<file path="src/rtl/pdm_pkg.sv">
// Shared constants and helpers for the PDM microphone path.
// Holds default parameters, the ones-counter width helper and a saturator.
package pdm_pkg;

  localparam int DEF_DATA_WIDTH      = 16;
  localparam int DEF_CLK_HALF_PERIOD = 25;
  localparam int DEF_DECIM_RATE      = 45;
  localparam int DEF_GAIN_SHIFT      = 9;

  // Raw decimated value spans +/-255 at most, 11 bits signed covers 2*255.
  localparam int RAW_W = 11;
  localparam int SAT_W = 64;

  function automatic int ones_w(input int decim);
    return $clog2(decim + 1);
  endfunction

  function automatic logic signed [SAT_W-1:0] sat(
    input logic signed [SAT_W-1:0] v,
    input int                      dw
  );
    logic signed [SAT_W-1:0] hi;
    logic signed [SAT_W-1:0] lo;
    hi = (64'sd1 <<< (dw - 1)) - 64'sd1;
    lo = -(64'sd1 <<< (dw - 1));
    if (v > hi) return hi;
    if (v < lo) return lo;
    return v;
  endfunction

endpackage

</file>
<file path="src/rtl/pdm_clk_gen.sv">
// PDM clock divider: mic_clk from HCLK plus a sample strobe on the last
// HCLK cycle of each high phase. Ports: HCLK, HRESET, i_enable, o_mic_clk, o_sample_evt.
module pdm_clk_gen
  import pdm_pkg::*;
#(
  parameter int CLK_HALF_PERIOD = DEF_CLK_HALF_PERIOD
) (
  input  logic HCLK,
  input  logic HRESET,
  input  logic i_enable,
  output logic o_mic_clk,
  output logic o_sample_evt
);

  localparam int DW = $clog2(CLK_HALF_PERIOD);

  logic [DW-1:0] r_div;
  logic          r_clk;
  logic          w_tc;

  assign w_tc = (r_div == DW'(CLK_HALF_PERIOD - 1));

  always_ff @(posedge HCLK) begin
    if (HRESET || !i_enable) begin
      r_div <= '0;
      r_clk <= 1'b0;
    end else if (w_tc) begin
      r_div <= '0;
      r_clk <= ~r_clk;
    end else begin
      r_div <= r_div + DW'(1);
    end
  end

  assign o_mic_clk    = r_clk;
  // Data is valid while mic_clk is high; sample at the end of that phase.
  assign o_sample_evt = i_enable && w_tc && r_clk;

endmodule

</file>
<file path="src/rtl/pdm_deserializer.sv">
// PDM receive path: synchronize mic_data, count ones per window, scale,
// saturate and present signed PCM on a valid/ready port with overrun flag.
module pdm_deserializer
  import pdm_pkg::*;
#(
  parameter int DATA_WIDTH      = DEF_DATA_WIDTH,
  parameter int CLK_HALF_PERIOD = DEF_CLK_HALF_PERIOD,
  parameter int DECIM_RATE      = DEF_DECIM_RATE,
  parameter int GAIN_SHIFT      = DEF_GAIN_SHIFT
) (
  input  logic                  HCLK,
  input  logic                  HRESET,
  input  logic                  enable,
  input  logic                  mic_data,
  output logic                  mic_clk,
  output logic                  mic_lrsel,
  output logic [DATA_WIDTH-1:0] pcm_data,
  output logic                  pcm_valid,
  input  logic                  pcm_ready,
  output logic                  overrun
);

  localparam int CW = ones_w(DECIM_RATE);

  logic                    r_sync1;
  logic                    r_sync2;
  logic                    w_evt;
  logic                    w_last;
  logic [CW-1:0]           r_ones;
  logic [7:0]              r_bits;
  logic [8:0]              w_ones_tot;
  logic signed [RAW_W-1:0] w_raw;
  logic signed [SAT_W-1:0] w_scaled;
  logic [DATA_WIDTH-1:0]   w_pcm;

  pdm_clk_gen #(
    .CLK_HALF_PERIOD(CLK_HALF_PERIOD)
  ) u_clk_gen (
    .HCLK        (HCLK),
    .HRESET      (HRESET),
    .i_enable    (enable),
    .o_mic_clk   (mic_clk),
    .o_sample_evt(w_evt)
  );

  assign mic_lrsel = 1'b0;

  always_ff @(posedge HCLK) begin
    if (HRESET) begin
      r_sync1 <= 1'b0;
      r_sync2 <= 1'b0;
    end else begin
      r_sync1 <= mic_data;
      r_sync2 <= r_sync1;
    end
  end

  assign w_last = w_evt && (r_bits == 8'(DECIM_RATE - 1));

  // Final bit is folded in combinationally so the window closes on its event.
  assign w_ones_tot = 9'(r_ones) + 9'(r_sync2);
  assign w_raw      = $signed({1'b0, w_ones_tot, 1'b0})
                    - $signed(RAW_W'(DECIM_RATE));
  assign w_scaled   = SAT_W'(w_raw) <<< GAIN_SHIFT;
  assign w_pcm      = DATA_WIDTH'(sat(w_scaled, DATA_WIDTH));

  always_ff @(posedge HCLK) begin
    if (HRESET || !enable) begin
      r_ones <= '0;
      r_bits <= '0;
    end else if (w_last) begin
      r_ones <= '0;
      r_bits <= '0;
    end else if (w_evt) begin
      r_ones <= r_ones + CW'(r_sync2);
      r_bits <= r_bits + 8'd1;
    end
  end

  // Output register is independent of enable: a pending sample waits.
  always_ff @(posedge HCLK) begin
    if (HRESET) begin
      pcm_data  <= '0;
      pcm_valid <= 1'b0;
      overrun   <= 1'b0;
    end else begin
      overrun <= w_last && pcm_valid && !pcm_ready;
      if (w_last) begin
        pcm_data  <= w_pcm;
        pcm_valid <= 1'b1;
      end else if (pcm_valid && pcm_ready) begin
        pcm_valid <= 1'b0;
      end
    end
  end

endmodule

</file>
<file path="config.mk">
export PLATFORM = sky130hd
export DESIGN_NAME = pdm_deserializer
export DESIGN_NICKNAME = d
export VERILOG_FILES = /design/src/rtl/pdm_pkg.sv /design/src/rtl/pdm_clk_gen.sv /design/src/rtl/pdm_deserializer.sv
export SDC_FILE = /design/constraint.sdc
export NUM_CORES = 1
export LEC_CHECK = 0
export ABC_AREA = 1
export BUFFER_PORTS_ARGS = -buffer_cell sky130_fd_sc_hd__buf_2
export CORE_ASPECT_RATIO = 1.5
export CORE_MARGIN = 1
export CORE_UTILIZATION = 26
export CTS_CLUSTER_DIAMETER = 50
export CTS_CLUSTER_SIZE = 25
export DETAILED_ROUTE_END_ITERATION = 8
export MAX_ROUTING_LAYER = met4
export PLACE_DENSITY_LB_ADDON = 0.08
export SETUP_SLACK_MARGIN = 0.4
export SYNTH_ARGS = -nofsm -noshare
export SYNTH_HDL_FRONTEND = slang
export SYNTH_HIERARCHICAL = 1
export SYNTH_SLANG_ARGS = --single-unit
</file>
<file path="constraint.sdc">
create_clock -name HCLK -period 4.7 [get_ports HCLK]
set_clock_uncertainty 0.2 [all_clocks]
set_input_delay 0.47 -clock HCLK [delete_from_list [all_inputs] [get_ports HCLK]]
set_output_delay 0.47 -clock HCLK [all_outputs]
set_load 0.01 [all_outputs]
</file>
# After elaboration in Yosys (flattened, before gate mapping)
# Cells that the tools add are included.
# classes
bitwise,1
n_eq_ne,2
n_reduce_logical,12
mul,0
mux,9
shift,0
n_lt_le_gt_ge,2
div,0
add_sub_neg,5
# ops
op,n
$mux W16,4
$gt A18 B16 Y1 const B,1
$lt A18 B16 Y1 const B,1
$sub A8 B6 Y9 const B,1
$add A8 B1 Y8 const B,1
$eq A8 B6 Y1 const B,1
$add A6 B1 Y7,1
$add A6 B1 Y6,1
$logic_and A1 B1 Y1,6
$add A5 B1 Y5 const B,1
$eq A5 B5 Y1 const B,1
$mux W1,5
$reduce_or A2 Y1,2
$logic_not A1 Y1,2
$reduce_bool A2 Y1,1
$logic_or A1 B1 Y1,1
$not A1 Y1,1
# totals
in_bits,5
memories,0
latch_bits,0
mem_bits_rw,0
regBits,40
rom_bits,0
output_inout_bits,20

# Logic depth before layout (Yosys ltp)
# Gate-level depths: netlist of run 1.
# logic_depth
word_depth,7
ltp_mapped,14
ltp_nobuf,13

# Hierarchy
# The synthesis of run 1 kept the hierarchy.
# modules_own_cells
mod,area_per_inst_um2,seq_area_each_um2,cells_each,instances
pdm_deserializer,1383.8,520.5,192,1
pdm_clk_gen,331.6,120.1,46,1

# Least setup slack after synthesis of run 1
# Ideal clock, no wire load.
# synth_timing
path_kind,register to register
start,register u_clk_gen.r_div[0]
end,register pcm_data[14]
path_buffers,1
stages_incl_launch_ff,13
required_time_ps,4377
setup_time_ps,123
setup_slack_ps,2728
arrival_ps,1649
path_cell_list,dfxtp_1 > inv_1 > ha_1 > nand2_1 > inv_1 > nand3_1 > nor2_1 > nand4_1 > nor2_1 > clkbuf_8 > inv_1 > a22oi_1 > a21oi_1
# synth_between
elab_chain_cells,4
# synth_lines
element,line,rtl
from (decl),pdm_clk_gen.sv:17,logic [DW-1:0] r_div;
from (signal assigned),pdm_clk_gen.sv:31,r_div <= r_div + DW'(1);
$eq A5 B5 Y1,pdm_clk_gen.sv:21,assign w_tc = (r_div == DW'(CLK_HALF_PERIOD - 1));
$logic_and A1 B1 Y1 (2 in a row),pdm_clk_gen.sv:37,assign o_sample_evt = i_enable && w_tc && r_clk;
named net w_evt,pdm_deserializer.sv:27,logic w_evt;
$logic_and A1 B1 Y1,pdm_deserializer.sv:58,assign w_last = w_evt && (r_bits == 8'(DECIM_RATE - 1));
to (signal assigned),pdm_deserializer.sv:89,pcm_data <= w_pcm;
to (decl),pdm_deserializer.sv:17,"output logic [DATA_WIDTH-1:0] pcm_data,"
# The timed path passes the listed nets, and every way through them passes these cells.
# A chain may end at the register's enable or synchronous reset.

# Worst setup path after layout of run 1
# layout_timing
start,register u_clk_gen.r_div[0]
end,register r_bits[7]
# layout_between
elab_chain_cells,5
# layout_lines
element,line,rtl
$eq A5 B5 Y1 *,pdm_clk_gen.sv:21,
$logic_and A1 B1 Y1 * (2 in a row),pdm_clk_gen.sv:37,
named net w_evt,pdm_deserializer.sv:27,
$logic_and A1 B1 Y1,pdm_deserializer.sv:58,
$reduce_or A2 Y1 (no source line),--,
to (signal assigned),pdm_deserializer.sv:76,r_bits <= r_bits + 8'd1;
to (decl),pdm_deserializer.sv:30,logic [7:0] r_bits;
# The timed path passes the listed nets; every way through them passes the cells marked *.

==> results of run 1 <==
==> power groups by stage <==
stage | clock network, W | logic, W | registers (W)
6_report | 0.000260 | 0.0000138 | 0.000274
2_1_floorplan | 0 | 0.0000112 | 0.000280
3_5_place_dp | 0 | 0.0000143 | 0.000280
4_1_cts | 0.000271 | 0.0000144 | 0.000274
3_3_place_gp | 0 | 0.0000144 | 0.000280
5_1_grt | 0.000280 | 0.0000164 | 0.000274
==> how the worst max path moves through the flow <==
stage / endpoint / slack (ns)
after detailed placement: r_bits[7] / 1.83
final: r_bits[7] / 1.85
after floorplan: pcm_data[14] / 2.73
after global routing: r_bits[7] / 1.44
after global placement: r_bits[7] / 1.89
after CTS: r_bits[7] / 1.81
==> state kept, by name, summed over array words and instances, names as in the netlist, 5 cells and up <==
signal and count:
r_ones 6, u_clk_gen/r_div 5, pcm_data 8, r_bits 8
==> kinds of logic (layout without fill, tap and decap cells) <==
logic type | Yosys count | in the layout | synth area share [%]
AND/OR/NAND/NOR | 119 | 119 | 32.0
buffers and inverters | 51 | 69 | 14.9
flip-flops | 32 | 32 | 37.3
AO/OA/AOI/OAI | 24 | 24 | 8.39
adder cells (fa/ha/maj) | 7 | 7 | 5.11
XOR/XNOR | 4 | 4 | 2.04
other | 1 | 1 | 0.219
==> final cells by class <==
class | instances | area (um^2) | area share [%]
tap | 74 | 92.6 | 4.81
clock buffer | 6 | 72.6 | 3.77
sequential | 32 | 641 | 33.3
multi-input combinational | 155 | 820 | 42.6
clock inverter | 2 | 35.0 | 1.82
timing repair buffer | 24 | 123 | 6.37
inverter | 37 | 141 | 7.35
==> per-stage QoR <==
| stage | hold WS [ns] | power (W) | area (um^2) | util (%) | setup WS [ns] |
|---|---|---|---|---|---|
| final | 0.154 | 0.000548 | 1920 | 30.7 | 1.85 |
| after global routing | 0.158 | 0.000570 | 1920 | 30.7 | 1.44 |
| after CTS | 0.145 | 0.000559 | 1920 | 30.7 | 1.81 |
| after detailed placement | 0.195 | 0.000294 | 1820 | 29.0 | 1.83 |
| after global placement | 0.195 | 0.000295 | 1820 | 29.0 | 1.89 |
| after floorplan | 0.188 | 0.000291 | 1720 | - | 2.73 |
==> routing by layer <==
metal	up-vias	wire [um]	track usage (%)
met4	0	94	5.93
met2	19	1970	21.9
met3	8	90	3.15
met5	-	0	-
li1	780	-	-
met1	630	1520	12.5
==> placed cells by master, fill, tap and decap left out, types with 3 or more instances in the layout <==
cell type / instances
a21oi_1: 14
nand4_1: 7
nor2_2: 3
dfxtp_1: 32
buf_2: 23
nor2_1: 25
nand3_2: 5
a211oi_1: 3
ha_1: 7
clkbuf_8: 5
nand2_2: 4
inv_1: 35
nand3_1: 18
nor3_1: 3
nand2_1: 52
==> worst register-to-register path, cell delays in order (launching register included) <==
cell,delay (ns)
dfxtp_1,0.34
inv_1,0.07
ha_1,0.13
nand2_1,0.12
inv_1,0.08
nand3_1,0.09
nor2_1,0.10
buf_4,0.18
nand4_1,0.11
nor2_1,0.53
nor2_1,0.18
nand2_1,0.39
o21bai_1,0.18
a21oi_1,0.05
==> impl_results.md, run 1 <==
- Slew @ Worst Pin: 0.649 ns
- Switching power: 0.000113 W
- Reg-to-Reg End: r_bits[7]
- I/O Buffers: 23
- Vias: ~1400
- DP Cell Count: roughly 320
- First-pass GRT wire length: between 6000 and 7000 um
- R2r startpoint: u_clk_gen/r_div[0]
- Gr ovfl total: 0
- WHS Endpoint: overrun
- Slew headroom: 56.6%
- Hold depth: 2
- Final WL: 3680 um
- Max Cap Viol: 0
- Initial antenna violation count: 0
- Ratio of cells with drive above 1 in the final layout: roughly 18%
- CP arrival: 2.83 ns
- CP top delay family: simple AND/OR/NAND/NOR gates
- CTS Root Cell: clkbuf_8
- CTS sink cnt: 32
- Buf/Inv on CP: 3
- Top_reg_cell synth: dfxtp_1
- Yosys top cell area share: 37.3%
- Post-DRT Antenna Nets: 0
- Worst setup path category: reg -> reg
- Asr flop ratio synth: 0%
- Mapped Cells: 238
- Worst setup EP type: flop
- Hold Path Class: in -> reg
- H-tree Lvls: 2
- Syn_area_per_cell: 7.21 um^2
- Most prevalent standard cell on the critical path: nor2_1
- Post-CTS Resized: 0
- Total CTS buffers: 5
- Cell type with the highest aggregate area in the netlist: dfxtp_1
- Tcrit/Tclk final: 60.7%
- CTS tree: yes
- Final worst path period need: 2.85 ns
- LEAKAGE: about 0.90 nW
- Top-count cell post-synth: nand2_1
- Max Slew Vio Count: 0
- Core ar.: 6260 um^2
- Final setup vio count: 0
- Sequential power share: between 50% and 60%
- Post-CTS repair timing setup buffer count: 0
- Kind of start point of the critical path: flop
- Detailed Place HPWL: 2930 um
- Outcome: finished, final reports clean
- Largest net degree at the start of global routing: 14
- DRT iter0 DRCs: 45
- CP peak stage delay: ~0.53 ns
- Reg clk slew, reported paths: 0.07 ns
- Worst-path cell chain: inv_1, ha_1, nand2_1, inv_1, nand3_1, nor2_1, buf_4, nand4_1, nor2_1, nor2_1, nand2_1, o21bai_1, a21oi_1
- Row Count: 35
- Logic depth of the worst path, buffers included: 13
- Pre-antenna DRT Iters: 4
- CP startpoint: u_clk_gen/r_div[0]
- Layout net count: between 200 and 300
- Routed len/inst: about 11 um
- Fill cells: 711
- Synth Net Count: between 200 and 300
- Worst Path Max Fanout: 13
- Pwr Density: 285 nW/um^2
- Area grow syn2layout: 12.2%
- Slowest cell on crit path: nor2_1
- Starting Density: 27.4%
- Flop-to-flop setup slack: between 1.5 and 2 ns
- Drc violations: 0
- Logic pwr share: 2.5%
- GPL Wtd Cong: 0.724
- Fmax: 351 MHz
- Hold_buf cts: 0
- Vias/cell: 4.35
- Sequential fraction of the synthesis area: 37.3%
- Pint: 0.000434 W
- Die X: 68.3 um
- RSZ-0062 raised after global routing: false
- Synth warn: 6
- Ant diodes: 0
- Post-synth EDFFs: 0
- Full die area: 6930 um^2
- Number of global-route vias before repair: 1362
- Non-Filler Instances: 330
- Top cells by area, synth: dfxtp_1, nand2_1, inv_1
- Top cells by count, synth: nand2_1, inv_1, dfxtp_1
- R2R cell count: 13
- Seq cells post-synth: 32
- Final setup TNS: 0 ns
- VDD IR max: around 130 uV
- Ports: 25
- Overall global routing resource usage: 12.5%
- Hold Fails Final Rpt: 0
- Clock network power share: 47.5%
- Skew-Pair Late Insertion Delay: 0.28 ns
- Bufs on Longest Clock Path: 2
- Die Y: 101 um
- Hold Path Origin: pcm_ready
- Required @ worst endpoint: 4.67 ns
- Netlist Area Pre-Place: 1720 um^2
- Distinct cells, synth: 31
- Switching portion of total power: 20.7%
Power figures use the tool's default switching activity.
==> run 2: changes to the inputs <==
==> constraint.sdc (replaced) <==
create_clock -name HCLK -period 2.7 [get_ports HCLK]
set_clock_uncertainty 0.2 [all_clocks]
set_input_delay 0.27 -clock HCLK [delete_from_list [all_inputs] [get_ports HCLK]]
set_output_delay 0.27 -clock HCLK [all_outputs]
set_load 0.01 [all_outputs]
==> run 2 against run 1 <==
Effect of this change:
- via count grew 3.8%
- critical path depth did not move
- global-route usage rose by 0.87 points
- non-clock buffer count is 4 higher
- sequential cell count unchanged
- total power is 75% higher
- first-iteration DRC count shrank 22%
- largest power group unchanged
- hold slack got worse by 0.049 ns
- die area unchanged
- utilization increased by 1.2 points
- maximum frequency up 34%
- sequential share of layout area is 1.2 points lower
- critical path type unchanged
- critical endpoint is now pcm_data[14]
==> impl_results.md, run 2 (same netlist as run 1, synthesis figures left out) <==
- CP arrival: 2.15 ns (was 2.83 ns)
- Largest registers: pcm_data x8, r_bits x8, r_ones x6 (unchanged)
- Post-CTS repair timing setup buffer count: 0 (unchanged)
- Max Cap Viol: 0 (unchanged)
- Area grow syn2layout: 16.5% (was 12.2%)
- H-tree Lvls: 2 (unchanged)
- Row Count: 35 (unchanged)
- First-pass GRT wire length: 6660 um (was 6130 um)
- Outcome: finished, final reports clean (unchanged)
- Die X: 68.3 um (unchanged)
- Final worst path period need: 2.13 ns (was 2.85 ns)
- Worst Path Max Fanout: 10 (was 13)
- Gr ovfl total: 0 (unchanged)
- Vias/cell: 4.47 (was 4.35)
- Setup slack at placement: 0.413 ns (was 1.83 ns)
- Ports: 25 (unchanged)
- CTS sink cnt: 32 (unchanged)
- RSZ-0062 raised after global routing: true (was false)
- I/O Buffers: 23 (unchanged)
- Switching power: 0.000201 W (was 0.000113 W)
- Tcrit/Tclk final: 79.0% (was 60.7%)
- CTS tree: yes (unchanged)
- Layout net count: 271 (was 267)
- Die Y: 101 um (unchanged)
- Detailed Place HPWL: 3030 um (was 2930 um)
- Sequential power share: 49.6% (was 50.0%)
- DRT iter0 DRCs: 35 (was 45)
- Reg clk slew, reported paths: 0.08 ns (was 0.07 ns)
- PnR Total Power: 0.000961 W (was 0.000548 W)
- Core ar.: 6260 um^2 (unchanged)
- DP Cell Count: 324 (was 322)
- Final WL: 3900 um (was 3680 um)
- Total CTS buffers: 5 (unchanged)
- Commonest non-fill, non-tap cell in the layout: nand2_1 (unchanged)
- VDD IR max: 228 uV (was 133 uV)
- Worst setup path category: reg -> reg (unchanged)
- Largest net degree at the start of global routing: 11 (was 14)
- Max Slew Vio Count: 0 (unchanged)
- Logic pwr share: 3.0% (was 2.5%)
- Required @ worst endpoint: 2.72 ns (was 4.67 ns)
- Drc violations: 0 (unchanged)
- Ant diodes: 0 (unchanged)
- Routed len/inst: 11.7 um (was 11.1 um)
- Worst setup margin: 0.566 ns (was 1.85 ns)
- Full die area: 6930 um^2 (unchanged)
- Clock network power share: 47.4% (was 47.5%)
- Non-Filler Instances: 334 (was 330)
- Overall global routing resource usage: 13.4% (was 12.5%)
- Pre-antenna DRT Iters: 4 (unchanged)
- Bufs on Longest Clock Path: 2 (unchanged)
- CTS Root Cell: clkbuf_8 (unchanged)
- Post-DRT Antenna Nets: 0 (unchanged)
- Final setup vio count: 0 (unchanged)
- Initial antenna violation count: 0 (unchanged)
- Hold Fails Final Rpt: 0 (unchanged)
- Pint: 0.000760 W (was 0.000434 W)
- Vias: 1492 (was 1437)
- Fmax: 469 MHz (was 351 MHz)
- Worst setup EP type: flop (unchanged)
- LEAKAGE: 0.920 nW (was 0.900 nW)
- Skew-Pair Late Insertion Delay: 0.28 ns (about the same)
- Ratio of cells with drive above 1 in the final layout: 21.5% (was 18.4%)
- Final setup TNS: 0 ns (unchanged)
- Starting Density: 27.4% (unchanged)
- Pwr Density: 481 nW/um^2 (was 285 nW/um^2)
- Number of global-route vias before repair: 1553 (was 1362)
- Most frequent cells in the layout: nand2_1, inv_1, dfxtp_1 (unchanged)
- GPL Wtd Cong: 0.706 (was 0.724)
- Kind of start point of the critical path: flop (unchanged)
- Hold Path Class: in -> reg (unchanged)
- Switching portion of total power: 20.9% (was 20.7%)
[run 2: area by class of cell]
type                    instances  area (um^2)
repair buffers                 28          161
inverters                      37          141
clock buffers                   6         72.6
fillers                       702         4260
well taps                      74         92.6
multi-input cells             155          855
clock inverters                 2         35.0
flip-flops and latches         32          641
[run 2: power by group through the flow]
stage,clock [W],sequential (W),combinational [W]
after floorplan,0,0.000487,0.0000194
after global placement,0,0.000488,0.0000263
after detailed placement,0,0.000488,0.0000259
after CTS,0.000473,0.000476,0.0000286
after global routing,0.000493,0.000477,0.0000339
final,0.000455,0.000477,0.0000292
[run 2: timing repair]
action	4_1_cts	5_1_grt
gates cloned	0	0
hold endpoints to repair	3	0
endpoints found under the setup margin	1	14
pin swaps	0	1
hold buffers	2	0
resized for setup	1	8
[run 2: routing by layer]
metal  routed length, um  up-vias  global-route usage, %
li1                    -      783                      -
met1                1560      677                   12.5
met2                2170       26                   25.0
met3                  97        6                   2.82
met4                  73        0                   5.93
met5                   0        -                      -
[run 2: worst paths after layout]
check | start | endpoint | slack, ns | cells past startpoint
worst min-delay path | HRESET | r_sync2 | 0.10 | 2
worst min register to register | r_sync1 | r_sync2 | 0.20 | 2
worst max-delay path | u_clk_gen/r_div[0] | pcm_data[14] | 0.57 | 13
worst max register to register | u_clk_gen/r_div[0] | pcm_data[14] | 0.57 | 13
[run 2: critical path: stages (launching register included)]
cell	delay [ns]
dfxtp_1	0.34
inv_1	0.06
ha_1	0.14
nand2_1	0.12
inv_1	0.08
nand3_1	0.10
nor2_2	0.14
nand4_1	0.12
nor2_2	0.16
buf_6	0.16
inv_1	0.11
a21oi_1	0.14
a22oi_1	0.08
a21oi_1	0.12
[run 2: metrics by stage]
step	hold slack [ns]	utilization (%)	cell area, um^2
floorplan	0.147	-	1720
finish	0.105	31.9	2000
detailed placement	0.193	29.3	1830
global placement	0.197	29.3	1830
CTS	0.0964	31.3	1960
global route	0.109	31.9	2000
